<file path="config.mk">
export PLATFORM = sky130hd
export DESIGN_NAME = clk_src_ctrl_flat
export DESIGN_NICKNAME = d
export VERILOG_FILES = /design/src/rtl/clk_src_ctrl_if.sv /design/src/rtl/clk_src_ctrl.sv /design/src/flat_wrapper.sv
export SDC_FILE = /design/constraint.sdc
export NUM_CORES = 2
export LEC_CHECK = 0
export ABC_AREA = 1
export BUFFER_PORTS_ARGS = -buffer_cell sky130_fd_sc_hd__buf_2
export CORE_ASPECT_RATIO = 0.8
export CORE_UTILIZATION = 40
export DETAILED_ROUTE_END_ITERATION = 10
export GPL_TIMING_DRIVEN = 0
export PLACE_DENSITY = 0.63
export SETUP_SLACK_MARGIN = 0.5
export SLEW_MARGIN = 20
export SYNTH_ARGS = -nofsm -noshare
export SYNTH_HDL_FRONTEND = slang
export SYNTH_SLANG_ARGS = --single-unit
</file>
<file path="constraint.sdc">
create_clock -name clk -period 2.75 [get_ports clk]
set_input_delay 0.4125 -clock clk [delete_from_list [all_inputs] [get_ports clk]]
set_output_delay 0.4125 -clock clk [all_outputs]
set_load 0.05 [all_outputs]
</file>
<file path="src/rtl/clk_src_ctrl_if.sv">
// Config port and clock bus of the divided-clock source controller.
interface clk_src_ctrl_if #(
  parameter int unsigned DIV_W = 16
);
  logic             cfg_valid;
  logic             cfg_ready;
  logic [1:0]       cfg_op;
  logic [4:0]       cfg_ch;
  logic [DIV_W-1:0] cfg_div;
  logic             cfg_err;
  logic [31:0]      clk_out;
  logic [31:0]      ch_running;

  // Requester side: test sequencer / register block and clock consumers
  modport master (
    output cfg_valid, cfg_op, cfg_ch, cfg_div,
    input  cfg_ready, cfg_err, clk_out, ch_running
  );

  // Controller side
  modport slave (
    input  cfg_valid, cfg_op, cfg_ch, cfg_div,
    output cfg_ready, cfg_err, clk_out, ch_running
  );
endinterface

</file>
<file path="src/rtl/clk_src_ctrl.sv">
// Sequences up to 32 glitch-free divided clocks; per-channel OFF/RUN/STOP control.
module clk_src_ctrl #(
  parameter int unsigned NUM_CH  = 32,
  parameter int unsigned DIV_W   = 16,
  parameter int unsigned DIV_RST = 0
) (
  input  logic         clk,
  input  logic         rst_n,
  clk_src_ctrl_if.slave cfg_if
);

  localparam int unsigned CH_W  = 5;
  localparam int unsigned BUS_W = 32;

  localparam logic [1:0] OP_SET_DIV = 2'b00;
  localparam logic [1:0] OP_ENABLE  = 2'b01;
  localparam logic [1:0] OP_DISABLE = 2'b10;
  localparam logic [1:0] OP_RESTART = 2'b11;

  // ST_LAST: running low phase, stop instead of the next rise
  typedef enum logic [1:0] {ST_OFF, ST_RUN, ST_LAST, ST_STOP} ch_state_e;

  typedef struct packed {
    logic             vld;
    logic [1:0]       op;
    logic [CH_W-1:0]  ch;
    logic [DIV_W-1:0] div;
  } cfg_req_t;

  cfg_req_t         req_q, req_d;
  logic             ready_q;
  logic             err_q, err_d;

  ch_state_e        st_q   [NUM_CH];
  ch_state_e        st_d   [NUM_CH];
  logic [DIV_W-1:0] cnt_q  [NUM_CH];
  logic [DIV_W-1:0] cnt_d  [NUM_CH];
  logic [DIV_W-1:0] div_q  [NUM_CH];
  logic [DIV_W-1:0] div_d  [NUM_CH];
  logic [DIV_W-1:0] pdiv_q [NUM_CH];
  logic [DIV_W-1:0] pdiv_d [NUM_CH];
  logic [NUM_CH-1:0] pflag_q, pflag_d;
  logic [NUM_CH-1:0] out_q, out_d;
  logic [NUM_CH-1:0] run_q, run_d;

  logic [NUM_CH-1:0] ch_hit, set_v, en_v, dis_v, tc;
  logic              in_range, restart_all;

  assign cfg_if.cfg_ready  = ready_q;
  assign cfg_if.cfg_err    = err_q;
  assign cfg_if.clk_out    = BUS_W'(out_q);
  assign cfg_if.ch_running = BUS_W'(run_q);

  // Capture the accepted request and decode it for the following edge
  always_comb begin
    req_d     = '0;
    req_d.vld = cfg_if.cfg_valid && ready_q;
    req_d.op  = cfg_if.cfg_op;
    req_d.ch  = cfg_if.cfg_ch;
    req_d.div = cfg_if.cfg_div;

    ch_hit   = '0;
    set_v    = '0;
    en_v     = '0;
    dis_v    = '0;
    tc       = '0;
    in_range = 1'b0;
    restart_all = req_q.vld && (req_q.op == OP_RESTART);
    for (int c = 0; c < NUM_CH; c++) begin
      ch_hit[c] = (req_q.ch == CH_W'(c));
      set_v[c]  = req_q.vld && ch_hit[c] && (req_q.op == OP_SET_DIV);
      en_v[c]   = req_q.vld && ch_hit[c] && (req_q.op == OP_ENABLE);
      dis_v[c]  = req_q.vld && ch_hit[c] && (req_q.op == OP_DISABLE);
      tc[c]     = (cnt_q[c] == div_q[c]);
    end
    in_range = |ch_hit;
    err_d    = req_q.vld && !restart_all && !in_range;
  end

  // Handshake and request pipeline registers
  always_ff @(posedge clk or negedge rst_n) begin
    if (!rst_n) begin
      ready_q <= 1'b0;
      err_q   <= 1'b0;
      req_q   <= '0;
    end else begin
      ready_q <= 1'b1;
      err_q   <= err_d;
      req_q   <= req_d;
    end
  end

  // Per-channel next state: counting, toggling, start/stop and divider updates
  always_comb begin
    st_d    = st_q;
    cnt_d   = cnt_q;
    div_d   = div_q;
    pdiv_d  = pdiv_q;
    pflag_d = pflag_q;
    out_d   = out_q;
    run_d   = '0;
    for (int i = 0; i < NUM_CH; i++) begin
      if (restart_all && (st_q[i] != ST_OFF)) begin
        // Common phase origin: restart the low phase with any pending divider
        cnt_d[i]   = '0;
        out_d[i]   = 1'b0;
        pflag_d[i] = 1'b0;
        if (pflag_q[i]) div_d[i] = pdiv_q[i];
        if (st_q[i] == ST_STOP) st_d[i] = ST_OFF;
      end else begin
        case (st_q[i])
          ST_OFF: begin
            cnt_d[i]   = '0;
            out_d[i]   = 1'b0;
            pflag_d[i] = 1'b0;
            if (pflag_q[i]) div_d[i] = pdiv_q[i];
            if (en_v[i]) st_d[i] = ST_RUN;
            if (set_v[i]) div_d[i] = req_q.div;
          end
          ST_RUN: begin
            if (tc[i]) begin
              out_d[i]   = ~out_q[i];
              cnt_d[i]   = '0;
              pflag_d[i] = 1'b0;
              if (pflag_q[i]) div_d[i] = pdiv_q[i];
            end else begin
              cnt_d[i] = cnt_q[i] + DIV_W'(1);
            end
            if (dis_v[i]) begin
              if (out_q[i]) begin
                // High phase always completes; falling at tc ends it here
                st_d[i] = tc[i] ? ST_OFF : ST_STOP;
              end else if ((cnt_q[i] == '0) || tc[i]) begin
                st_d[i]  = ST_OFF;
                out_d[i] = 1'b0;
                cnt_d[i] = '0;
              end else begin
                st_d[i] = ST_LAST;
              end
            end
          end
          ST_LAST: begin
            if (tc[i]) begin
              st_d[i]    = ST_OFF;
              cnt_d[i]   = '0;
              pflag_d[i] = 1'b0;
              if (pflag_q[i]) div_d[i] = pdiv_q[i];
            end else begin
              cnt_d[i] = cnt_q[i] + DIV_W'(1);
            end
          end
          ST_STOP: begin
            if (tc[i]) begin
              out_d[i]   = 1'b0;
              cnt_d[i]   = '0;
              pflag_d[i] = 1'b0;
              if (pflag_q[i]) div_d[i] = pdiv_q[i];
              st_d[i]    = en_v[i] ? ST_RUN : ST_OFF;
            end else begin
              cnt_d[i] = cnt_q[i] + DIV_W'(1);
              if (en_v[i]) st_d[i] = ST_RUN;
            end
          end
          default: st_d[i] = ST_OFF;
        endcase
        // Running channels take a new divider only at their next toggle
        if (set_v[i] && (st_q[i] != ST_OFF)) begin
          pdiv_d[i]  = req_q.div;
          pflag_d[i] = 1'b1;
        end
      end
      run_d[i] = (st_d[i] != ST_OFF);
    end
  end

  // Per-channel state registers
  always_ff @(posedge clk or negedge rst_n) begin
    if (!rst_n) begin
      out_q   <= '0;
      run_q   <= '0;
      pflag_q <= '0;
      for (int i = 0; i < NUM_CH; i++) begin
        st_q[i]   <= ST_OFF;
        cnt_q[i]  <= '0;
        div_q[i]  <= DIV_W'(DIV_RST);
        pdiv_q[i] <= DIV_W'(DIV_RST);
      end
    end else begin
      out_q   <= out_d;
      run_q   <= run_d;
      pflag_q <= pflag_d;
      for (int i = 0; i < NUM_CH; i++) begin
        st_q[i]   <= st_d[i];
        cnt_q[i]  <= cnt_d[i];
        div_q[i]  <= div_d[i];
        pdiv_q[i] <= pdiv_d[i];
      end
    end
  end

endmodule

</file>
<file path="src/flat_wrapper.sv">
// flat-port wrapper written by rule: the top's interface ports become plain ports
module clk_src_ctrl_flat 
#(
  parameter int unsigned NUM_CH  = 32,
  parameter int unsigned DIV_W   = 16,
  parameter int unsigned DIV_RST = 0
)
  (clk, rst_n, cfg_if_cfg_valid, cfg_if_cfg_op, cfg_if_cfg_ch, cfg_if_cfg_div, cfg_if_cfg_ready, cfg_if_cfg_err, cfg_if_clk_out, cfg_if_ch_running);
  clk_src_ctrl_if #(.DIV_W(DIV_W)) cfg_if_i ();
  input  logic clk;
  input  logic rst_n;
  input wire logic [$bits(cfg_if_i.cfg_valid)-1:0] cfg_if_cfg_valid;
  input wire logic [$bits(cfg_if_i.cfg_op)-1:0] cfg_if_cfg_op;
  input wire logic [$bits(cfg_if_i.cfg_ch)-1:0] cfg_if_cfg_ch;
  input wire logic [$bits(cfg_if_i.cfg_div)-1:0] cfg_if_cfg_div;
  output wire logic [$bits(cfg_if_i.cfg_ready)-1:0] cfg_if_cfg_ready;
  output wire logic [$bits(cfg_if_i.cfg_err)-1:0] cfg_if_cfg_err;
  output wire logic [$bits(cfg_if_i.clk_out)-1:0] cfg_if_clk_out;
  output wire logic [$bits(cfg_if_i.ch_running)-1:0] cfg_if_ch_running;
  assign cfg_if_i.cfg_valid = cfg_if_cfg_valid;
  assign cfg_if_i.cfg_op = cfg_if_cfg_op;
  assign cfg_if_i.cfg_ch = cfg_if_cfg_ch;
  assign cfg_if_i.cfg_div = cfg_if_cfg_div;
  assign cfg_if_cfg_ready = cfg_if_i.cfg_ready;
  assign cfg_if_cfg_err = cfg_if_i.cfg_err;
  assign cfg_if_clk_out = cfg_if_i.clk_out;
  assign cfg_if_ch_running = cfg_if_i.ch_running;
  clk_src_ctrl #(.NUM_CH(NUM_CH), .DIV_W(DIV_W), .DIV_RST(DIV_RST)) u_core (.clk(clk), .rst_n(rst_n), .cfg_if(cfg_if_i));
endmodule
</file>
==> metrics.yaml <==
status: "finished with violations"
violations: "hold timing"
synthDistinctLibCells: 47
final_area_mm2: 0.108
drive_gt1_frac: 0.110
finalHoldViolations: 104
syn_to_final_growth_pct: 16.1
post-place-cells: 15909
core_mm2: 0.230
start_util: 0.404
drtIter0Drc: 9438
cts_buffers: 193
finClkSkew_ps: 49.0
drt_pass1_iterations: 8
die_h_um: 433
dpl_cell_area_mm2: 0.0979
finalWirelength_mm: 309
hpwl_mm: 209
cts_sinks: 1722
crit_path_start_kind: "register"
clock-root-buffer: "clkbuf_16"
ff2ff_path_depth: 10
yosysSeqAreaShare: 0.464
crit_path_max_fanout: 8
irDropWorstVdd_mv: 0.528
critPathCaptureType: "register"
rows: 157
yosys.area.top_type: "dfrtp_1"
setup_viol: 0
synth_area_per_cell_um2: 7.27
die_x_um: 541
vias: 85314
grt_overflow: 0
wl_per_cell_um: 18.8
yosysWarnings: 0
numPortBuffers: 91
die-area_mm2: 0.234
fin_crit_ps: 2310
maxSlewHeadroom: 0.179
grt_usage: 0.258
finalMaxSlewViolations: 0
synth_nets: 12891
grt_pass1_vias: 77394
critical_path_arrival_ps: 2990
synth_area_leaders: "dfrtp_1, nand2_1, nor2_1, o21ai_0, inv_1"
syn-cell-area_mm2: 0.0928
crit_type: "reg -> reg"
p_leak_nw: 51.8
fin_nets: 13341
clk_latency_ps: 850
max-cap-violations: 0
synth_top_cell_area_share: 0.464
final_antenna_net_count: 0
powerDensity_mw_per_mm2: 723
stdcell_count: 16389
netlist_instances: 12769
cts_buffer_depth: 4
hp-class: "in -> async"
rsz0062_at_grt: "yes"
tightest_slew_ps: 1230
io_pins: 92
vias_per_cell: 5.21
clock.fmax_mhz: 434
place.gp.congestion: 0.907
required_ps: 3440
antenna_found_initial: 16
fin_crit_sh: 0.839
ctsHtreeMaxLevel: 4
hold_ws_ps: -90.1
clkTransAtPathRegs_ps: 60
cts_tree: "yes"
grt_pass1_wl_mm: 469
ys_ff_latch: 1722
grt_max_degree: 132
drc: 0
==> stage by stage <==
step	power [mW]	setup TNS, ps	worst slack, ps	utilization	hold slack, ps
after floorplan	42.3	0	724	-	117
after global placement	48.5	-	-38870	0.422	460
after detailed placement	48.7	-254270	-1200	0.426	238
after CTS	77.0	0	429	0.461	-641
after global routing	81.8	0	397	0.469	-46.7
final	77.9	0	444	0.469	-90.1
==> placed cells by master, fill, tap and decap left out, types with 268 or more instances in the layout <==
master / instances
nor3_1: 288
o21ai_0: 1268
a21oi_1: 725
nor2_1: 1847
inv_1: 1426
nand2_1: 3011
o21ai_1: 467
buf_2: 280
xor2_1: 268
nand3_1: 377
dfrtp_1: 1659
==> registers in the layout, indices dropped and copies added, names as in the netlist <==
name,count
u_core.cfg_if.cfg_err,1
u_core.st_q,64
u_core.req_q,24
u_core.cfg_if.clk_out,32
u_core.pflag_q,32
u_core.div_q,512
u_core.cfg_if.ch_running,32
u_core.pdiv_q,512
u_core.cnt_q,512
u_core.cfg_if.cfg_ready,1
==> cell families (layout without fill, tap and decap cells) <==
kind of cell | count (synthesis) | after routing | share of synthesized area
other | 2 | 8 | 0.0000809
buffers and inverters | 2053 | 2646 | 0.0889
flip-flops | 1722 | 1722 | 0.464
adder cells (fa/ha/maj) | 96 | 96 | 0.0129
XOR/XNOR | 296 | 296 | 0.0279
AND/OR/NAND/NOR | 6080 | 6080 | 0.269
AO/OA/AOI/OAI | 2520 | 2520 | 0.137
==> repair_timing <==
| action | in CTS | in global routing |
|---|---|---|
| gates cloned | 3 | 5 |
| hold endpoints to repair | 276 | 252 |
| endpoints found under the setup margin | 1809 | 1062 |
| hold buffers | 24 | 8 |
| pin swaps | 17 | 47 |
| buffers inserted | 28 | 68 |
| gates resized for setup | 229 | 389 |
==> area by class of cell <==
| class | count | area [um^2] |
|---|---|---|
| Inverter | 1520 | 5810 |
| Clock buffer | 260 | 5510 |
| Sequential cell | 1722 | 43200 |
| Antenna cell | 6 | 15.0 |
| Tap cell | 3021 | 3780 |
| Buffer | 533 | 3150 |
| Fill cell | 22862 | 122000 |
| Multi-Input combinational cell | 8994 | 42500 |
| Clock inverter | 78 | 1120 |
| Timing Repair Buffer | 255 | 2700 |
==> metal layers <==
metal / global-route usage / wire (um) / vias to the layer above / part of all wire
li1: - / - / 41508 / -
met1: 0.383 / 141000 / 40087 / 0.46
met2: 0.375 / 128000 / 3177 / 0.41
met3: 0.0529 / 29300 / 536 / 0.095
met4: 0.0807 / 11200 / 6 / 0.036
met5: 0 / 36 / - / 0.00012
==> synthesized netlist by cell type (all sizes together) <==
library cell     n
xnor2           28
nand4          155
o211ai          17
nor3b            6
o2111ai          2
nand2         3167
and3             2
conb             2
ha              96
inv           1503
nor4            16
clkbuf         246
nand3b           7
a211oi           2
dfrtp         1722
nor3           303
nor2          2006
nand2b           1
buf            287
o31ai            9
a21oi          736
o22ai            3
or2             11
a31oi           15
nand3          406
o21ai         1736
clkinv          17
xor2           268
==> final timing paths <==
check	start	endpoint	slack (ps)
max in group asynchronous	rst_n	u_core.cnt_q[329]	840
min reg2reg	u_core.cnt_q[224]	u_core.cnt_q[224]	480
min in group clk	cfg_if_cfg_div[6]	u_core.req_q[6]	200
max	u_core.req_q[21]	u_core.cfg_if.ch_running[25]	440
max reg2reg	u_core.req_q[21]	u_core.cfg_if.ch_running[25]	440
min	rst_n	u_core.st_q[11]	-90
==> power by group <==
group          switching (mW)  internal [mW]
Sequential               1.96           27.3
Combinational            14.9           6.10
Clock                    11.2           16.5
Total                    28.1           49.8
==> critical path: stages (launching register included) <==
cell       delay (ps)
dfrtp_2           480
buf_4             170
nor2_4            180
inv_8             140
clkbuf_16         220
clkbuf_8          210
buf_16            180
o31ai_2           260
nand2_1            80
nand2_1            80
nand3_1           130
Power figures use the tool's default switching activity.
